`config.mk`:
```
export PLATFORM = sky130hd
export DESIGN_NAME = exp_inverse_solver
export DESIGN_NICKNAME = d
export VERILOG_FILES = /design/src/rtl/exp_inverse_solver.sv
export SDC_FILE = /design/constraint.sdc
export NUM_CORES = 1
export LEC_CHECK = 0
export BUFFER_PORTS_ARGS = -buffer_cell sky130_fd_sc_hd__buf_2
export CORE_MARGIN = 2
export CORE_UTILIZATION = 45
export DETAILED_ROUTE_END_ITERATION = 6
export GPL_ROUTABILITY_DRIVEN = 0
export GPL_TIMING_DRIVEN = 0
export SYNTH_ARGS = -nofsm -noshare
export SYNTH_HDL_FRONTEND = slang
export SYNTH_SLANG_ARGS = --single-unit
```
`constraint.sdc`:
```
create_clock -name clk -period 8.85 [get_ports clk]
set_input_delay 2.2125 -clock clk [delete_from_list [all_inputs] [get_ports clk]]
set_output_delay 2.2125 -clock clk [all_outputs]
set_load 0.005 [all_outputs]
```
`src/rtl/exp_inverse_solver.sv`:
```
// exp_inverse_solver
//   Sequential inverse of the square / cube / factorial operator. It searches
//   candidates i = 0, 1, 2, ... one per clock. It returns the largest i with
//   f(i) <= value, plus an exact-hit flag and an out-of-range flag.
//
// Ports
//   clk    rising-edge clock
//   rst    asynchronous, active-high reset
//   start  request, sampled only while busy=0
//   pcode  0=square, 1=cube, 2/3=factorial
//   value  target result, latched with start
//   busy   high while searching
//   done   one-cycle pulse when root/exact/err update
//   root   largest i with f(i) <= value
//   exact  f(root) == value
//   err    value exceeds f(imax)
//
// Optional feature
//   EXP_INV_TRACE_EN : when defined, a simulation-only $display reports each
//   err termination and each ignored start. Logic is identical either way.

module exp_inverse_solver #(
   parameter int unsigned IN_W  = 3,
   parameter int unsigned OUT_W = 8
) (
   input  logic             clk,
   input  logic             rst,
   input  logic             start,
   input  logic [1:0]       pcode,
   input  logic [OUT_W-1:0] value,
   output logic             busy,
   output logic             done,
   output logic [IN_W-1:0]  root,
   output logic             exact,
   output logic             err
);

   // f(i) is formed at full width so that it is never truncated before comparison.
   localparam int unsigned FW   = OUT_W + IN_W;
   localparam int unsigned CMAX = (1 << IN_W) - 1;

   function automatic int unsigned cube_max();
      int unsigned m;
      m = 0;
      for (int unsigned i = 0; i <= CMAX; i++) begin
         if (i * i * i < (1 << OUT_W)) m = i;
      end
      return m;
   endfunction

   // f(0)=0 is deliberate; it matches the forward operator.
   function automatic int unsigned fact(int unsigned n);
      case (n)
         1:       return 1;
         2:       return 2;
         3:       return 6;
         4:       return 24;
         5:       return 120;
         default: return 0;
      endcase
   endfunction

   localparam int unsigned SQ_MAX = CMAX;
   localparam int unsigned CU_MAX = cube_max();
   localparam int unsigned FA_MAX = (CMAX < 5) ? CMAX : 5;

   typedef enum logic [0:0] {StIdle, StSearch} state_e;

   state_e             state_q, state_d;
   logic [1:0]         pcode_q, pcode_d;
   logic [OUT_W-1:0]   value_q, value_d;
   logic [IN_W-1:0]    cand_q, cand_d;
   logic [IN_W-1:0]    root_q, root_d;
   logic               exact_q, exact_d;
   logic               err_q, err_d;
   logic               done_q, done_d;

   logic [IN_W-1:0]    imax;
   logic [FW-1:0]      fval;
   logic [FW-1:0]      vext;
   logic               term_err;

   // Last candidate for the latched operator.
   always_comb begin
      imax = IN_W'(FA_MAX);
      case (pcode_q)
         2'd0:    imax = IN_W'(SQ_MAX);
         2'd1:    imax = IN_W'(CU_MAX);
         default: imax = IN_W'(FA_MAX);
      endcase
   end

   always_comb begin
      fval = '0;
      case (pcode_q)
         2'd0:    fval = FW'(cand_q) * FW'(cand_q);
         2'd1:    fval = FW'(cand_q) * FW'(cand_q) * FW'(cand_q);
         default: fval = FW'(fact(32'(cand_q)));
      endcase
   end

   assign vext = FW'(value_q);

   always_comb begin
      state_d  = state_q;
      pcode_d  = pcode_q;
      value_d  = value_q;
      cand_d   = cand_q;
      root_d   = root_q;
      exact_d  = exact_q;
      err_d    = err_q;
      done_d   = 1'b0;
      term_err = 1'b0;
      case (state_q)
         StIdle: begin
            if (start) begin
               pcode_d = pcode;
               value_d = value;
               cand_d  = '0;
               state_d = StSearch;
            end
         end
         StSearch: begin
            if (fval == vext) begin
               root_d  = cand_q;
               exact_d = 1'b1;
               err_d   = 1'b0;
               done_d  = 1'b1;
               state_d = StIdle;
            end else if (fval > vext) begin
               // cand_q > 0 here because f(0)=0 can never exceed value.
               root_d  = cand_q - IN_W'(1);
               exact_d = 1'b0;
               err_d   = 1'b0;
               done_d  = 1'b1;
               state_d = StIdle;
            end else if (cand_q == imax) begin
               term_err = 1'b1;
               root_d   = cand_q;
               exact_d  = 1'b0;
               err_d    = 1'b1;
               done_d   = 1'b1;
               state_d  = StIdle;
            end else begin
               cand_d = cand_q + IN_W'(1);
            end
         end
         default: state_d = StIdle;
      endcase
   end

   always_ff @(posedge clk or posedge rst) begin
      if (rst) begin
         state_q <= StIdle;
         pcode_q <= '0;
         value_q <= '0;
         cand_q  <= '0;
         root_q  <= '0;
         exact_q <= 1'b0;
         err_q   <= 1'b0;
         done_q  <= 1'b0;
      end else begin
         state_q <= state_d;
         pcode_q <= pcode_d;
         value_q <= value_d;
         cand_q  <= cand_d;
         root_q  <= root_d;
         exact_q <= exact_d;
         err_q   <= err_d;
         done_q  <= done_d;
      end
   end

   assign busy  = (state_q == StSearch);
   assign done  = done_q;
   assign root  = root_q;
   assign exact = exact_q;
   assign err   = err_q;

`ifdef EXP_INV_TRACE_EN
   // Simulation-only trace; it drives nothing.
   always @(posedge clk) begin
      if (!rst && term_err) $display("in error! value=%0d pcode=%0d", value_q, pcode_q);
      if (!rst && start && busy) $display("start ignored");
   end
`endif

endmodule

```
# After elaboration in Yosys (flattened, before gate mapping)
# Index checks and enable logic that the tools add are counted.
# totals
out_inout_bits,7
elab_cells,57
register_bits,20
inputBits,13
# op_classes
muxes,26
n_eq_ne,12
n_addsub,2
n_bitwise,1
n_lt_le_gt_ge,1
reduce_logical,5
mul,2
# ops
cell,count
one-hot mux 7 bit (5 select lines),1
two-way mux 3 bit,7
one-hot mux 9 bit (2 select lines),1
two-way mux 1 bit,14
equality test 11 x 8 -> 1 bit,1
> comparator 11 x 8 -> 1 bit,1
multiplier 6 x 3 -> 9 bit,1
inequality test 2 bit (second input constant),4
equality test 3 x 2 -> 1 bit (second input constant),2
equality test 3 bit (second input constant),2
multiplier 3 x 3 -> 6 bit,1
one-hot mux 3 bit (2 select lines),1
one-hot mux 2 bit (2 select lines),1
AND reduction 2 bit,2
AND reduction 4 bit,1
adder 3 x 1 -> 3 bit (second input constant),1
equality test 3 x 1 -> 1 bit (second input constant),1
equality test 3 bit,1
nonzero test 3 bit,1
subtractor 3 x 1 -> 3 bit (second input constant),1
equality test 2 x 1 -> 1 bit (second input constant),1
logical NOT 2 bit,1
one-hot mux 1 bit (2 select lines),1
NOT 1 bit,1

# Logic depth before layout (Yosys ltp)
# Gate-level depths: netlist of run 1.
# depth
depth_word,7
depth_mapped,22
ltp_nobuf,20

# Worst setup path before layout of run 1
# OpenSTA, ideal clock, no wires.
# synth_path
path_type,reg-to-reg
from,register cand_q[0]
to,register cand_q[1]
slack_ns,4.169
arrival_time_ns,4.556
stages_incl_launch_ff,21
required_time_ns,8.725
synth_period_minus_slack_ns,4.681
setup_ns,0.125
n_path_buf,2
path_cell_list,dfrtp_1 -> clkbuf_1 -> inv_1 -> nor2_1 -> ha_1 -> and2_1 -> fa_1 -> ha_1 -> a21o_1 -> a211oi_1 -> nor2_1 -> a21oi_1 -> a21oi_1 -> ha_1 -> a2111oi_2 -> o21ai_1 -> o21ai_1 -> nand3b_1 -> or3b_1 -> buf_6 -> mux2_4
# synth_via
elab_chain_len,6
elab_cells_between_ends,21
# synth_rtl
item,line,source
start: declaration,72,"logic [IN_W-1:0] cand_q, cand_d;"
start signal: assignment,166,cand_q <= cand_d;
multiplier 3 x 3 -> 6 bit (tied with other cells),"96, 97",
multiplier 6 x 3 -> 9 bit / one-hot mux 7 bit (5 select lines) (equally long branches),"97, 53",
one-hot mux 9 bit (2 select lines),95,case (pcode_q)
> comparator 11 x 8 -> 1 bit / equality test 11 x 8 -> 1 bit (equally long branches),"130, 124",
inequality test 2 bit (no line),n/a,
AND reduction 4 bit (no line),n/a,
# Several ways; a longest one is shown, not always the timed one. The select of a mux whose other input is x is not followed.
# A chain may end at the register's enable or synchronous reset.

# Worst setup path in the final report of run 1
# Ends and elaborated chain as after synthesis.

==> metrics, run 1 <==
outcome finished, final reports clean; aggregate global-route resource usage between 10% and 20%; Mapped Nets 228; I/O pin count 20; DP HPWL 2780 um; pin count of the biggest net entering global routing 21; required time of the worst setup path 9.04 ns; largest clock skew in the final design 0.0120 ns; detailed-routing iteration count for the pre-antenna-repair pass 4; number of vias in the routed layout 1,277; Worst VDD drop 0.201 mV; Post-CTS Setup Inserts 0; portion of the clock cycle consumed by the worst path in the final layout approximately three fifths; fin. max-slew vios 0; top achievable clock speed 0.188 GHz; Maximum Capacitance Violations 0; CTS HTree Levels 1; final cell count without fillers 254; number of flip-flops and latches in the synthesized netlist 20; Inst Count DP 251; Fin. Hold Viols 0; TritonCTS buffer count 3; top cell types by occurrence after synthesis ha_1 (26), nand2_1 (24), dfrtp_1 (20); Final ANT Viol Nets 0; kind of start point of the critical path flip-flop; start-to-end type of the worst setup path flip-flop to flip-flop; hold buffers post-CTS 0; NumNets Final 252; global-route wire length before repair 6200 um; width of the chip between 60 and 70 um; final routed wire length divided by cell count 13.4 um; Resize count post-CTS 0; share of cells above drive strength 1 15.9%; kind of end point of the critical path flip-flop; effective utilization at floorplan roughly 48%; Post-Synthesis Cells between 150 and 200; setup TNS 0 ns; maximum net fanout on the critical path 10; remaining global-route overflow 0; Yosys top cell by area dfrtp_1; clock transition at the registers of the reported paths 0.10 ns; dominant cell by count in the synthesized netlist ha_1; number of enable flip-flop cells after synthesis 0; Synth cell types 35; clock tree from TritonCTS done; summed instance area of the synthesized netlist 1640 um2; commonest register cell after synthesis dfrtp_1; final antenna diode count 0; CP arrival 5.50 ns; time the final worst path needs with I/O delays and setup 5.32 ns; clock root buffer clkbuf_4; number of input and output port buffers inserted 19; overall die area 4150 um2; floorplan row count 21; worst min-delay path class flip-flop to flip-flop; core box area 3420 um2; Synth async-reset ratio 100%; fraction of synthesized cell area taken by the top area cell type 30.5%; post-synthesis sequential area ratio 30.5%; total wirelength of the detailed-routed design 3410 um; unrepaired setup endpoints after global routing false; clock insertion delay at the later pin of the skew report 0.30 ns; synthesis-to-layout area growth 10.7%; power density over the cells roughly 370 nW/um2; number of antenna violations at the first check in global routing 0; per-instance average area after synthesis 8.83 um2; number of failing setup endpoints in the final timing report 0; via count of the first global-routing pass 1,400; # DRC 0; transition at the pin with the smallest max-transition slack 0.747 ns; CTS Buffer Depth 2; first-iteration detailed-routing DRC count 34; synth warn 0; smallest setup slack after layout around 3.5 ns; tightest slew margin relative to the limit between 50 and 60%; post-detailed-route via-to-cell ratio slightly above 5; post-placement worst setup slack 3.54 ns; Die Span Y between 60 and 70 um; number of clock sinks seen by CTS 20; Static Leak 0.945 nW; dominant cells by area after synthesis dfrtp_1 (30%), ha_1 (20%), nand2_1 (5.5%), o21ai_0 (4.3%), inv_1 (4.1%)
[metrics by stage]
step	hold slack, ns	utilization, %	instance area (um2)	power [W]
global placement	0.485	52.5	1790	0.000614
CTS	0.520	53.2	1820	0.000679
global route	0.540	53.2	1820	0.000751
floorplan	0.452	-	1640	0.000522
finish	0.515	53.2	1820	0.000673
detailed placement	0.495	52.5	1790	0.000631
[cells by family (layout without fill, tap and decap cells)]
logic type      Yosys count  count (layout)  synth area share (%)
compound gates           40              40                  15.1
xor+xnor                  4               4                  2.13
fa+ha+maj                29              29                  23.5
buf+inv                  25              47                  6.25
flops                    20              20                  30.5
mux                      10              10                  6.71
simple gates             58              58                  15.9
[sequential cells by signal, summed over array words and instances (netlist names)]
register / count
value_q: 8
cand_q: 3
root: 3
pcode_q: 2
busy: 1
done: 1
err: 1
exact: 1
[layer usage]
| metal | global-route usage (%) | part of all wire (%) | vias to the layer above |
|---|---|---|---|
| met4 | 3.99 | 0.41 | 0 |
| met2 | 32.0 | 46 | 19 |
| met5 | 0 | 0 | - |
| met3 | 2.11 | 2.5 | 2 |
| met1 | 25.9 | 51 | 583 |
| li1 | - | - | 673 |
[power by group]
group          switching [W]  internal [W]  total (W)  leakage (nW)
Clock              0.0000275     0.0000158  0.0000434        0.0138
Combinational       0.000255      0.000212   0.000466         0.683
Sequential         0.0000290      0.000134   0.000163         0.249
[path summary, 6_finish.rpt]
path | slack [ns] | cells past startpoint | to | start
worst min-delay path | 0.52 | 1 | root[0]$_DFFE_PP0P_ | root[0]$_DFFE_PP0P_
max in group asynchronous | 6.35 | 2 | cand_q[2]$_DFFE_PP0P_ | rst
worst min register to register | 0.52 | 1 | root[0]$_DFFE_PP0P_ | root[0]$_DFFE_PP0P_
worst max register to register | 3.53 | 21 | cand_q[1]$_DFFE_PP0P_ | cand_q[0]$_DFFE_PP0P_
min in group asynchronous | 2.02 | 2 | value_q[1]$_DFFE_PP0P_ | rst
worst max-delay path | 3.53 | 21 | cand_q[1]$_DFFE_PP0P_ | cand_q[0]$_DFFE_PP0P_
[layout by cell type (no fill, tap or decap), drive strengths merged]
master / count
a31oi: 2
nand2b: 2
clkbuf: 7
o21ai: 16
mux2i: 5
ha: 26
and2: 6
a21oi: 10
o21a: 2
o31ai: 1
o22ai: 1
dfrtp: 20
fa: 3
buf: 21
nor2b: 2
o211ai: 1
nand4: 2
nand2: 24
nand3b: 1
nor3: 1
a211oi: 4
nor2: 17
or3b: 1
nand3: 2
a21o: 2
mux2: 5
a2111oi: 1
xor2: 1
inv: 19
xnor2: 3
[worst max-delay path, stage by stage (launching register included)]
cell	delay, ns
dfrtp_1	0.42
clkbuf_1	0.36
inv_1	0.25
nor2_1	0.16
ha_1	0.20
xnor2_1	0.17
and2_1	0.18
fa_1	0.47
ha_1	0.34
a21o_1	0.16
a211oi_1	0.27
nor2_1	0.08
a21oi_1	0.15
a21oi_1	0.06
ha_1	0.33
a2111oi_2	0.35
o21ai_1	0.11
o21ai_1	0.21
nand3b_1	0.14
or3b_1	0.39
buf_6	0.14
mux2_4	0.29
[final cells by class]
cell class              count  area (um2)
well taps                  46        57.6
plain buffers               6        31.3
inverters                  19        71.3
repair buffers             19        95.1
fillers                   345        1600
flip-flops and latches     20         500
clock buffers               3        22.5
multi-input cells         141        1040
(Power assumes the default switching activity.)
==> run 2: changes to the inputs <==
--- a/config.mk
+++ b/config.mk
@@ -5,12 +5,14 @@
 export SDC_FILE = /design/constraint.sdc
 export NUM_CORES = 1
 export LEC_CHECK = 0
+export ABC_AREA = 1
 export BUFFER_PORTS_ARGS = -buffer_cell sky130_fd_sc_hd__buf_2
 export CORE_MARGIN = 2
 export CORE_UTILIZATION = 45
 export DETAILED_ROUTE_END_ITERATION = 6
 export GPL_ROUTABILITY_DRIVEN = 0
 export GPL_TIMING_DRIVEN = 0
+export PLACE_DENSITY = 0.67
 export SYNTH_ARGS = -nofsm -noshare
 export SYNTH_HDL_FRONTEND = slang
 export SYNTH_SLANG_ARGS = --single-unit
==> constraint.sdc (replaced) <==
create_clock -name clk -period 4.73 [get_ports clk]
set_input_delay 1.1825 -clock clk [delete_from_list [all_inputs] [get_ports clk]]
set_output_delay 1.1825 -clock clk [all_outputs]
set_load 0.005 [all_outputs]
==> run 2 against run 1 <==
Flip-flop and latch count unchanged. Die area up 6.1%. Core utilization down 0.44 points. Register-to-register slack worse by 3.1 ns. First-iteration DRC count up 120%. Synthesized cell count up 21%.
==> metrics, run 2 <==
Area after DPL approximately 1900 um2; synthesis-to-layout area growth 11.2%; tightest slew margin relative to the limit 51.0%; CTS Buffer Depth 2; number of filler cells placed in the layout slightly above 400; clock insertion delay at the later pin of the skew report 0.25 ns; power density over the cells 614 nW/um2; post-detailed-route via-to-cell ratio ~5.0; number of input and output port buffers inserted 19; remaining global-route overflow 0; time the final worst path needs with I/O delays and setup 4.33 ns; setup TNS 0 ns; floorplan row count 22; compound-gate portion of the synthesized area a little under a tenth; clock root buffer clkbuf_8; final routed wire length divided by cell count 11.5 um; share of cells above drive strength 1 18.2%; CP arrival 4.48 ns; pin count of the biggest net entering global routing 21; Die Span Y around 66 um; via count of the first global-routing pass 1,429; required time of the worst setup path 4.87 ns; clock transition at the registers of the reported paths 0.07 ns; effective utilization at floorplan between 40% and 50%; core box area between 3000 and 4000 um2; Resize count post-CTS 0; Worst VDD drop 0.343 mV; Fin. Hold Viols 0; post-synthesis sequential area ratio between 20% and 30%; critical register-to-register path startpoint cand_q[0]$_DFFE_PP0P_; most frequent cells in the layout nand2_1 (55), inv_1 (34), ha_1 (26); outcome finished, final reports clean; Post-CTS Setup Inserts 0; TritonCTS buffer count 3; worst setup slack for register-to-register paths slightly below 0.4 ns; first-iteration detailed-routing DRC count 76; NumNets Final between 200 and 300; number of vias in the routed layout 1,465; Hold Path Cell Cnt 2; number of failing setup endpoints in the final timing report 0; dominant cells by area after synthesis dfrtp_1 (29%), ha_1 (19%), nand2_1 (12%), inv_1 (7.3%), a21oi_1 (4.6%); commonest register cell after synthesis dfrtp_1; simple-gate area share of the yosys netlist 26.8%; detailed-routing iteration count for the pre-antenna-repair pass 4; per-instance average area after synthesis 7.77 um2; Synth Area in XOR/XNOR under 10%; worst reg-to-reg path cell count 25; unrepaired setup endpoints after global routing false; largest clock skew in the final design 0.00351 ns; Post-Synthesis Cells 225; number of clock sinks seen by CTS 20; share of the core filled with cells 52.7%; fraction of synthesized cell area taken by the top area cell type 28.6%; final antenna diode count 0; Mapped Nets 267; number of enable flip-flop cells after synthesis 0; dominant cell by count in the synthesized netlist nand2_1; I/O pin count 20; maximum net fanout on the critical path 9; clock tree from TritonCTS done; Synth cell types 30; kind of start point of the critical path flip-flop; fin. max-slew vios 0; post-route design area 1950 um2; Synth async-reset ratio 100%; top achievable clock speed between 0.2 and 0.25 GHz; Crit. Startpoint cand_q[0]$_DFFE_PP0P_; total wirelength of the detailed-routed design between 3000 and 4000 um; number of flip-flops and latches in the synthesized netlist 20; number of flip-flops in the largest register 8; synth warn 0; worst hold slack after final layout just under 0.5 ns; HP Start exact$_DFFE_PP0P_; Final ANT Viol Nets 0; post-synthesis mux area share 1.29%; number of antenna violations at the first check in global routing 0; Synth Area in Adders 22.0%; top cell types by occurrence after synthesis nand2_1 (55), inv_1 (34), ha_1 (26); worst min-delay path class flip-flop to flip-flop; DP HPWL between 2000 and 3000 um; hold buffers post-CTS 0; transition at the pin with the smallest max-transition slack between 0.7 and 0.8 ns; Static Leak 1.17 nW; RR Endpoint cand_q[2]$_DFFE_PP0P_; worst min-delay path endpoint exact$_DFFE_PP0P_; register ranked first by flip-flop count value_q; width of the chip 66.3 um; Yosys top cell by area dfrtp_1; global-route wire length before repair 5890 um; portion of the clock cycle consumed by the worst path in the final layout 91.6%; start-to-end type of the worst setup path flip-flop to flip-flop; most common cell after layout, fill and taps aside nand2_1; CTS HTree Levels 1; combinational family with the most area after synthesis simple AND/OR/NAND/NOR gates; kind of end point of the critical path flip-flop; overall die area between 4000 and 5000 um2; Maximum Capacitance Violations 0; aggregate global-route resource usage ~17%; summed instance area of the synthesized netlist 1750 um2; # DRC 0
-- run 2: worst max-delay path: stages (launching register included) --
cell and delay [ns]:
dfrtp_1 0.41, buf_4 0.19, nand2_1 0.08, inv_1 0.05
ha_1 0.19, xor2_1 0.20, or2_2 0.31, fa_1 0.50
inv_1 0.04, ha_1 0.34, nand2_1 0.08, inv_1 0.05
nand2_1 0.05, nand3_1 0.07, o21ai_0 0.16, a21oi_1 0.09
ha_1 0.30, nand2_1 0.06, inv_1 0.08, nand3_1 0.07
nor3_1 0.35, nand2_4 0.15, nand4_4 0.14, clkinv_1 0.11
nand3b_1 0.09, nand2_1 0.06
-- run 2: kinds of logic (layout without fill, tap and decap cells) --
logic type | count (synthesis) | after routing
simple gates | 99 | 99
buf+inv | 43 | 65
fa+ha+maj | 29 | 29
compound gates | 28 | 28
flops | 20 | 20
xor+xnor | 4 | 4
mux | 2 | 2
-- run 2: worst max-delay path by stage --
| stage | end | cells past startpoint |
|---|---|---|
| finish | cand_q[2]$_DFFE_PP0P_ | 25 |
| global route | cand_q[1]$_DFFE_PP0P_ | 26 |
| CTS | cand_q[2]$_DFFE_PP0P_ | 25 |
| detailed placement | cand_q[2]$_DFFE_PP0P_ | 23 |
| global placement | cand_q[2]$_DFFE_PP0P_ | 23 |
| floorplan | cand_q[2]$_DFFE_PP0P_ | 25 |
-- run 2: where the power goes --
group          internal (W)  leakage (nW)  total [W]  switching (W)
sequential         0.000248         0.235   0.000303      0.0000543
combinational      0.000303         0.914   0.000784       0.000481
clock             0.0000566        0.0216   0.000108      0.0000517
-- run 2: per-stage QoR --
stage               setup WS (ns)  std cells  total power [W]
finish                      0.396        295          0.00120
global route               0.0993        295          0.00134
CTS                         0.384        295          0.00121
detailed placement          0.409        292          0.00109
global placement            0.429        292          0.00107
floorplan                   0.768        225         0.000900
-- run 2: cell type report --
cell class / instances / area [um2] / area share, %
tap: 48 / 60.1 / 3.09
inverter: 39 / 149 / 7.65
clock buffer: 3 / 41.3 / 2.12
timing repair buffer: 19 / 95.1 / 4.89
sequential: 20 / 500 / 25.7
buffer: 4 / 22.5 / 1.16
multi-input combinational: 162 / 1080 / 55.4
-- run 2: routing by layer --
metal / GRT usage [%] / part of all wire [%] / routed length, um / vias up
met1: 22.7 / 50 / 1690 / 668
met5: 0 / 0 / 0 / -
met3: 1.53 / 3.9 / 133 / 7
li1: - / - / - / 760
met4: 5.10 / 1.6 / 55 / 0
met2: 29.1 / 45 / 1520 / 30
==> run 3: changes to the inputs <==
--- a/config.mk
+++ b/config.mk
@@ -12,6 +12,7 @@
 export DETAILED_ROUTE_END_ITERATION = 6
 export GPL_ROUTABILITY_DRIVEN = 0
 export GPL_TIMING_DRIVEN = 0
+export MAX_ROUTING_LAYER = met4
 export PLACE_DENSITY = 0.67
 export SYNTH_ARGS = -nofsm -noshare
 export SYNTH_HDL_FRONTEND = slang
==> run 3 against run 2 <==
Die area unchanged. Final cell count unchanged. Sequential power barely moved. Clock power barely moved. Hold slack about the same. Register-to-register slack barely moved.
==> metrics, run 3 (synthesized netlist as in run 2, its figures left out) <==
# DRC 0; register ranked first by flip-flop count value_q; Resize count post-CTS 0; remaining global-route overflow 0; maximum net fanout on the critical path 9; number of flip-flops in the largest register 8; Die Span Y between 60 and 70 um; GR met2 Demand/Resource between 20 and 30%; I/O pin count 20; portion of the clock cycle consumed by the worst path in the final layout 91.8%; share of cells above drive strength 1 18.2%; number of antenna violations at the first check in global routing 0; fin. max-slew vios 0; top achievable clock speed 0.230 GHz; CP dominant cell by count nand2_1; transition at the pin with the smallest max-transition slack 0.733 ns; largest clock skew in the final design between 0.003 and 0.004 ns; Final ANT Viol Nets 0; post-detailed-route via-to-cell ratio about 5.0; effective utilization at floorplan roughly 47%; clock root buffer clkbuf_8; start-to-end type of the worst setup path flip-flop to flip-flop; via count of the first global-routing pass about 1,400; Seq pwr share 25.3%; total wirelength of the detailed-routed design 3400 um; core box area 3690 um2; outcome finished, final reports clean; Worst VDD drop 0.341 mV; number of clock sinks seen by CTS 20; peak-usage layer in the global routing report met2; final routed wire length divided by cell count 11.5 um; part of the power in the clock network 9.0%; width of the chip 66.3 um; unrepaired setup endpoints after global routing false; final antenna diode count 0; most frequent cells in the layout nand2_1 (55), inv_1 (34), ha_1 (26); Area after DPL 1900 um2; overall die area 4400 um2; clock transition at the registers of the reported paths about 0.070 ns; post-route design area 1950 um2; CP arrival 4.48 ns; number of failing setup endpoints in the final timing report 0; M1 GR Usage 22.7%; synthesis-to-layout area growth 11.2%; number of vias in the routed layout 1,461; number of input and output port buffers inserted 19; post-placement worst setup slack 0.409 ns; global-route wire length before repair 5890 um; pin count of the biggest net entering global routing 21; Crit path largest cell delay around 0.5 ns; worst min-delay path class flip-flop to flip-flop; most common cell after layout, fill and taps aside nand2_1; setup TNS 0 ns; net switching share of the total power 49.1%; aggregate global-route resource usage 17.5%; clock tree from TritonCTS done; share of the core filled with cells between 50% and 60%; tightest slew margin relative to the limit about half; detailed-routing iteration count for the pre-antenna-repair pass 4; slowest cell on the critical path fa_1; kind of start point of the critical path flip-flop; time the final worst path needs with I/O delays and setup 4.34 ns; floorplan row count 22; NumNets Final 291; Switch Pwr slightly below 0.0006 W; CTS Buffer Depth 2; number of filler cells placed in the layout 404; power density over the cells 614 nW/um2; Static Leak approximately 1.2 nW; CTS HTree Levels 1; first-iteration detailed-routing DRC count between 70 and 80; clock insertion delay at the later pin of the skew report between 0.2 and 0.3 ns; smallest setup slack after layout 0.390 ns; met3 track demand over resource in global routing under 10%; hold buffers post-CTS 0; kind of end point of the critical path flip-flop; Maximum Capacitance Violations 0; internal cell power around 0.0006 W; Fin. Hold Viols 0; DP HPWL 2710 um; required time of the worst setup path 4.87 ns; TritonCTS buffer count 3; combinational power share 65.6%; Post-CTS Setup Inserts 0
## run 3: final timing paths
kind / start / to / slack, ns / depth (start not counted)
worst min-delay path: exact$_DFFE_PP0P_ / exact$_DFFE_PP0P_ / 0.48 / 2
worst max-delay path: cand_q[0]$_DFFE_PP0P_ / cand_q[2]$_DFFE_PP0P_ / 0.39 / 25
worst max register to register: cand_q[0]$_DFFE_PP0P_ / cand_q[2]$_DFFE_PP0P_ / 0.39 / 25
min in group asynchronous: rst / value_q[2]$_DFFE_PP0P_ / 1.04 / 2
worst min register to register: exact$_DFFE_PP0P_ / exact$_DFFE_PP0P_ / 0.48 / 2
max in group asynchronous: rst / cand_q[1]$_DFFE_PP0P_ / 3.23 / 2
## run 3: cell type report
type	instances	area [um2]	area share [%]
multi-input cells	162	1080	55.4
flip-flops and latches	20	500	25.7
inverters	39	149	7.65
repair buffers	19	95.1	4.89
well taps	48	60.1	3.09
clock buffers	3	41.3	2.12
plain buffers	4	22.5	1.16
## run 3: metrics by stage
| stage | power (W) | std cells | hold slack [ns] |
|---|---|---|---|
| after floorplan | 0.000900 | 225 | 0.465 |
| after global placement | 0.00107 | 292 | 0.459 |
| after detailed placement | 0.00109 | 292 | 0.459 |
| after CTS | 0.00121 | 295 | 0.479 |
| after global routing | 0.00134 | 295 | 0.496 |
| final | 0.00119 | 295 | 0.481 |
## run 3: metal layers
metal  share of wire (%)  vias up
li1                    -      758
met1                  50      674
met2                  45       22
met3                 3.0        7
met4                 1.6        0
met5                   0        -
## run 3: power by group through the flow
stage                     Clock (W)  Sequential, W  Combinational (W)
final                      0.000108       0.000302           0.000784
after global placement            0       0.000304           0.000762
after detailed placement          0       0.000306           0.000781
after CTS                  0.000112       0.000303           0.000791
after floorplan                   0       0.000297           0.000603
after global routing       0.000119       0.000313           0.000910
## run 3: critical path: cells and delay by family, from the launching register on
kind                     cells  cell delay, ns
buffers and inverters        6            0.52
XOR/XNOR                     1            0.20
AND/OR/NAND/NOR             12            1.52
AO/OA/AOI/OAI                2            0.26
flip-flops                   1            0.41
adder cells (fa/ha/maj)      4            1.33
